### src/rtl/hazard_pkg.sv
// Shared definitions for the control-hazard unit: predictor counter states,
// default parameter values and the 2-bit saturating update rule.
package hazard_pkg;

    typedef enum logic [1:0] {
        SNT = 2'b00,
        WNT = 2'b01,
        WT  = 2'b10,
        ST  = 2'b11
    } bht_state_e;

    localparam int DEF_PC_W         = 32;
    localparam int DEF_BHT_DEPTH    = 16;
    localparam int DEF_FLUSH_STAGES = 3;
    localparam int DEF_CNT_W        = 16;

    function automatic bht_state_e bht_next(input bht_state_e cur, input logic taken);
        bht_state_e nxt;
        nxt = cur;
        unique case (cur)
            SNT: nxt = taken ? WNT : SNT;
            WNT: nxt = taken ? WT  : SNT;
            WT:  nxt = taken ? ST  : WNT;
            ST:  nxt = taken ? ST  : WT;
            default: nxt = WNT;
        endcase
        return nxt;
    endfunction

endpackage

### src/rtl/bht_2bit.sv
// Branch history table of 2-bit saturating counters: one combinational read
// port (prediction) and one registered update port, no read/update bypass.
module bht_2bit
    import hazard_pkg::*;
#(
    parameter int BHT_DEPTH = DEF_BHT_DEPTH,
    parameter int IDX_W     = $clog2(BHT_DEPTH)
) (
    input  logic             clk,
    input  logic             rst_n,
    input  logic [IDX_W-1:0] rd_idx,
    output logic             rd_taken,
    input  logic             upd_en,
    input  logic [IDX_W-1:0] upd_idx,
    input  logic             upd_taken
);

    bht_state_e r_cnt [BHT_DEPTH];

    always_ff @(posedge clk or negedge rst_n) begin
        if (!rst_n) begin
            for (int i = 0; i < BHT_DEPTH; i++) begin
                r_cnt[i] <= WNT;
            end
        end else if (upd_en) begin
            r_cnt[upd_idx] <= bht_next(r_cnt[upd_idx], upd_taken);
        end
    end

    // Upper counter bit is the taken prediction; the read sees pre-update state.
    assign rd_taken = r_cnt[rd_idx][1];

endmodule

### src/rtl/ctrl_hazard_unit.sv
// Pipeline control: branch prediction lookup, MEM-stage redirect/flush on
// mispredict or jump, load-use stall generation and branch statistics.
module ctrl_hazard_unit
    import hazard_pkg::*;
#(
    parameter int PC_W         = DEF_PC_W,
    parameter int BHT_DEPTH    = DEF_BHT_DEPTH,
    parameter int FLUSH_STAGES = DEF_FLUSH_STAGES,
    parameter int CNT_W        = DEF_CNT_W
) (
    input  logic                    clk,
    input  logic                    rst_n,
    input  logic [PC_W-1:0]         if_pc,
    input  logic [4:0]              id_rs,
    input  logic [4:0]              id_rt,
    input  logic                    ex_memread,
    input  logic [4:0]              ex_rt,
    input  logic                    mem_is_branch,
    input  logic                    mem_is_jump,
    input  logic                    mem_taken,
    input  logic                    mem_pred_taken,
    input  logic [PC_W-1:0]         mem_pc,
    output logic                    pred_taken,
    output logic                    stall_pc,
    output logic                    stall_ifid,
    output logic                    bubble_idex,
    output logic [FLUSH_STAGES-1:0] flush,
    output logic                    redirect,
    output logic                    redirect_taken,
    output logic [CNT_W-1:0]        branch_cnt,
    output logic [CNT_W-1:0]        mispred_cnt
);

    localparam int IDX_W = $clog2(BHT_DEPTH);

    logic [IDX_W-1:0] w_rd_idx;
    logic [IDX_W-1:0] w_upd_idx;
    logic             w_mispredict;
    logic             w_load_use;
    logic [CNT_W-1:0] r_branch_cnt;
    logic [CNT_W-1:0] r_mispred_cnt;

    // Word-aligned PCs: bits [1:0] and the bits above the index never select an entry.
    logic w_unused_pc;
    assign w_unused_pc = ^{if_pc[PC_W-1:IDX_W+2], if_pc[1:0],
                           mem_pc[PC_W-1:IDX_W+2], mem_pc[1:0]};

    assign w_rd_idx  = if_pc[IDX_W+1:2];
    assign w_upd_idx = mem_pc[IDX_W+1:2];

    bht_2bit #(
        .BHT_DEPTH (BHT_DEPTH)
    ) u_bht (
        .clk       (clk),
        .rst_n     (rst_n),
        .rd_idx    (w_rd_idx),
        .rd_taken  (pred_taken),
        .upd_en    (mem_is_branch),
        .upd_idx   (w_upd_idx),
        .upd_taken (mem_taken)
    );

    function automatic logic [CNT_W-1:0] sat_inc(input logic [CNT_W-1:0] v);
        return (&v) ? v : v + 1'b1;
    endfunction

    always_comb begin
        w_mispredict   = mem_is_branch & (mem_taken != mem_pred_taken);
        w_load_use     = ex_memread & (ex_rt != 5'd0) &
                         ((ex_rt == id_rs) | (ex_rt == id_rt));
        redirect       = w_mispredict | mem_is_jump;
        // A jump always goes to its target; a mispredicted branch goes to
        // whichever path it actually resolved to.
        redirect_taken = mem_is_jump | (w_mispredict & mem_taken);
        flush          = redirect ? {FLUSH_STAGES{1'b1}} : {FLUSH_STAGES{1'b0}};
        // The redirect squashes the stalled instructions, so it wins.
        stall_pc       = w_load_use & ~redirect;
        stall_ifid     = w_load_use & ~redirect;
        bubble_idex    = w_load_use & ~redirect;
    end

    always_ff @(posedge clk or negedge rst_n) begin
        if (!rst_n) begin
            r_branch_cnt  <= '0;
            r_mispred_cnt <= '0;
        end else begin
            if (mem_is_branch) r_branch_cnt  <= sat_inc(r_branch_cnt);
            if (w_mispredict)  r_mispred_cnt <= sat_inc(r_mispred_cnt);
        end
    end

    assign branch_cnt  = r_branch_cnt;
    assign mispred_cnt = r_mispred_cnt;

endmodule

### config.mk
export PLATFORM = sky130hd
export DESIGN_NAME = ctrl_hazard_unit
export DESIGN_NICKNAME = d
export VERILOG_FILES = /design/src/rtl/hazard_pkg.sv /design/src/rtl/bht_2bit.sv /design/src/rtl/ctrl_hazard_unit.sv
export SDC_FILE = /design/constraint.sdc
export NUM_CORES = 1
export LEC_CHECK = 0
export CAP_MARGIN = 5
export CORE_MARGIN = 2
export CORE_UTILIZATION = 41
export CTS_CLUSTER_SIZE = 12
export DETAILED_ROUTE_END_ITERATION = 8
export PLACE_DENSITY = 0.8
export SETUP_SLACK_MARGIN = 0.1
export SYNTH_ARGS = -nofsm -noshare
export SYNTH_HDL_FRONTEND = slang
export SYNTH_SLANG_ARGS = --single-unit
### constraint.sdc
create_clock -name clk -period 1.8 [get_ports clk]
set_input_delay 0.27 -clock clk [delete_from_list [all_inputs] [get_ports clk]]
set_output_delay 0.27 -clock clk [all_outputs]
set_load 0.03 [all_outputs]
==> reports/results.ini <==
[cells_and_area]
drive_gt1_share_pct=49.2
final_net_count=577
syn2layout_area_growth_pct=57.1
insertedDiodeCount=0
fin_cells=602

[global_routing]
track_usage_pct=22.3
grt_max_degree=65
first_global_vias=3474
grt.overflow.total=0
antenna_found_initial=0
grt_pass1_wl_mm=17.2

[setup_path]
arrival_ns=1.88
path_max_fanout=2
end_kind=primary output
cp-start-kind=register
slowest_delay_ns=0.50
path_cells=mux4_2 -> mux4_2 -> buf_6
crit_start=u_bht.r_cnt[1]$_DFFE_PN0P_
path_common_cell=mux4_2
critPathSlowestCell=mux4_2
cp.required_ns=1.53
critical_path_class=register to primary output
r2r-start=u_bht.r_cnt[1]$_DFFE_PN0P_

[floorplanning]
start_util_pct=41.9
pin_count=127
die_h_um=97.9
die_x_um=97.9
rows=34
die_area_um2=9590
core_area_um2=8640

[clock_tree]
htree_levels=3
cts_buffer_depth=2
numCtsBuffers=9
clkTransAtPathRegs_ns=0.07
clock_latency_ns=0.35
cts_tree=done
clock_sinks=64
cts_root_buffer=clkbuf_8

[yosys]
synthXorXnorAreaFrac_pct=9.44
yosysWarnings=0
yosysTopAreaCellShare_pct=33.2
synth_cell_types=50
synth_fp_nets=425
synthSimpleGateAreaFrac_pct=20.0
synth-seq-cells=64
synth.area.top_cells=dfrtp_1 33%, dfstp_2 12%, xor2_1 6.5%, nand2_1 6.2%, mux4_1 5.8%
synth_top_family_by_area=simple AND/OR/NAND/NOR gates
synth_seq_area_share_pct=44.8
synthCells=337
synth_top_area_cell=dfrtp_1
synthMuxAreaShare_pct=12.9
synth_area_per_cell_um2=10.7
syn_area_um2=3620
synth_compound_area_share_pct=8.40
synthAdderAreaFrac_pct=1.35

[timing]
skew_ns=0.0103
worst_pin_slew_ns=0.574
finalSetupViolCount=38
rsz0062_at_grt=true
min_period_ns=2.15
fmax_ghz=0.464
finalMaxSlewViolations=0
slew_headroom_pct=61.6
postLayoutSetupSlackWorst_ns=-0.354
period_share_pct=120
hold_viol_final=0

[route]
wl_per_cell_um=18.8
finalWirelength_mm=11.3
viasPerCell=5.75
drt.antenna.violating_nets=0
drtIter0Drc=142
dr_total_vias=3463
drc=0
drtPass1Iterations=5

[run]
cap_violations=0

[pwr]
vdd.ir_drop.worst_mv=0.604
powerDensity_nw_per_um2=1060
p_leak_nw=2.59

[min_path]
hp-class=input pin to asynchronous set/reset pin

[place]
portBuffers=70
dp_cells=555
dp_hpwl_mm=6.59
gp_congestion=0.842
dp_slack_ns=-1.00

[run_status]
violations=setup timing
status=finished with violations

==> cells in the mapped netlist (all sizes together) <==
cell type    instances
dfrtp               48
nor3                12
nor2                 9
or2                  1
and3b                2
a211oi               1
nor4                 7
or3                  1
or4                  2
xor2                27
clkbuf               2
inv                  6
and3                 4
nor3b                4
a311oi               1
dfstp               16
nand3b               2
dlygate4sd2          1
xnor2               12
nor2b                1
ha                   2
nand2               60
o31ai               15
a31oi                1
mux2                 4
buf                  9
and2b                1
nand4b               3
o211ai               2
and2                 2
maj3                 2
a21oi                1
nand4                8
mux2i               10
nor4b                3
o21ai               21
o21a                 1
nand3               18
mux4                13
and4                 2
==> per-stage QoR <==
step                      util, %  hold slack [ns]  setup TNS, ns  total power [mW]  instance area (um2)
after floorplan                 -          -0.0256         -0.119              3.34                 3710
after global placement       56.2            0.306         -20.19              4.16                 4850
after detailed placement     56.2            0.308         -21.56              4.23                 4850
after CTS                    62.1            0.472          -1.78              5.65                 5360
after global routing         65.8            0.482          -6.75              6.27                 5680
final                        65.8            0.452          -4.40              6.00                 5680
==> state kept, by name, indices dropped and copies added (netlist names) <==
signal,count
branch_cnt,16
mispred_cnt,16
u_bht.r_cnt,32
==> where the power goes <==
| part | switching (mW) | total [mW] | leakage, nW | internal, mW |
|---|---|---|---|---|
| Clock | 0.566 | 1.25 | 0.0976 | 0.680 |
| Sequential | 0.404 | 2.29 | 0.759 | 1.89 |
| Combinational | 1.28 | 2.46 | 1.73 | 1.18 |
==> path summary, 6_finish.rpt <==
kind	endpoint	slack (ns)	cells past startpoint
setup reg to reg	u_bht.r_cnt[13]$_DFFE_PN0P_	-0.19	7
max in group asynchronous	u_bht.r_cnt[12]$_DFFE_PN1P_	0.99	3
hold reg to reg	u_bht.r_cnt[14]$_DFFE_PN1P_	0.47	2
min in group clk	u_bht.r_cnt[14]$_DFFE_PN1P_	0.47	2
setup / recovery	pred_taken	-0.35	3
hold / removal	branch_cnt[11]$_DFFE_PN0P_	0.45	3
==> critical path: cells and delay by family, from the launching register on <==
family | cells | cell delay, ns
muxes | 2 | 0.97
buffers and inverters | 1 | 0.16
DFF | 1 | 0.40
==> cells by family (layout without fill, tap and decap cells) <==
logic type | after synthesis | count (layout)
adder cells (fa/ha/maj) | 4 | 4
AND/OR/NAND/NOR | 142 | 142
AO/OA/AOI/OAI | 43 | 43
XOR/XNOR | 39 | 39
buffers and inverters | 18 | 175
multiplexers | 27 | 27
flip-flops | 64 | 64
==> cell type report <==
cell class	instances	area (um2)
Timing Repair Buffer	153	1410
Tap cell	108	135
Multi-Input combinational cell	255	2270
Sequential cell	64	1650
Clock inverter	3	43.8
Clock buffer	13	149
Inverter	6	22.5
Fill cell	597	2950
==> routing by layer <==
layer,GRT usage [%],up-vias,part of all wire [%]
li1,-,1539,-
met1,27.7,1699,38
met2,38.1,172,53
met3,4.15,53,5.8
met4,9.62,0,4.0
met5,0,-,0
==> timing repair <==
action	in CTS	in global routing
hold buffers	1	0
endpoints found under the setup margin	64	67
gates cloned	2	0
gates resized for setup	137	52
hold endpoints to repair	48	0
buffers inserted	17	16
pin swaps	45	15
==> placed cells by master, fill, tap and decap left out, types with 3 or more instances in the layout <==
cell and count:
buf_6 19, nand3_1 18, mux4_2 13, nand4_1 8, dfrtp_1 23, dfstp_2 16
clkdlybuf4s50_1 11, nor3_1 3, nor4_1 4, inv_1 6, xor2_1 27, nand4b_1 3
nand2_1 57, dlymetal6s2s_1 9, clkbuf_8 10, nor3_2 6, o31ai_2 5, mux2i_1 9
buf_4 72, nor2_1 7, o21ai_2 17, xnor2_1 12, nor3_4 3, buf_2 6
o21ai_1 4, dlygate4sd2_1 29, o31ai_4 9, clkbuf_1 3, dfrtp_2 25, mux2_4 3
buf_12 3
Power figures use the tool's default switching activity.
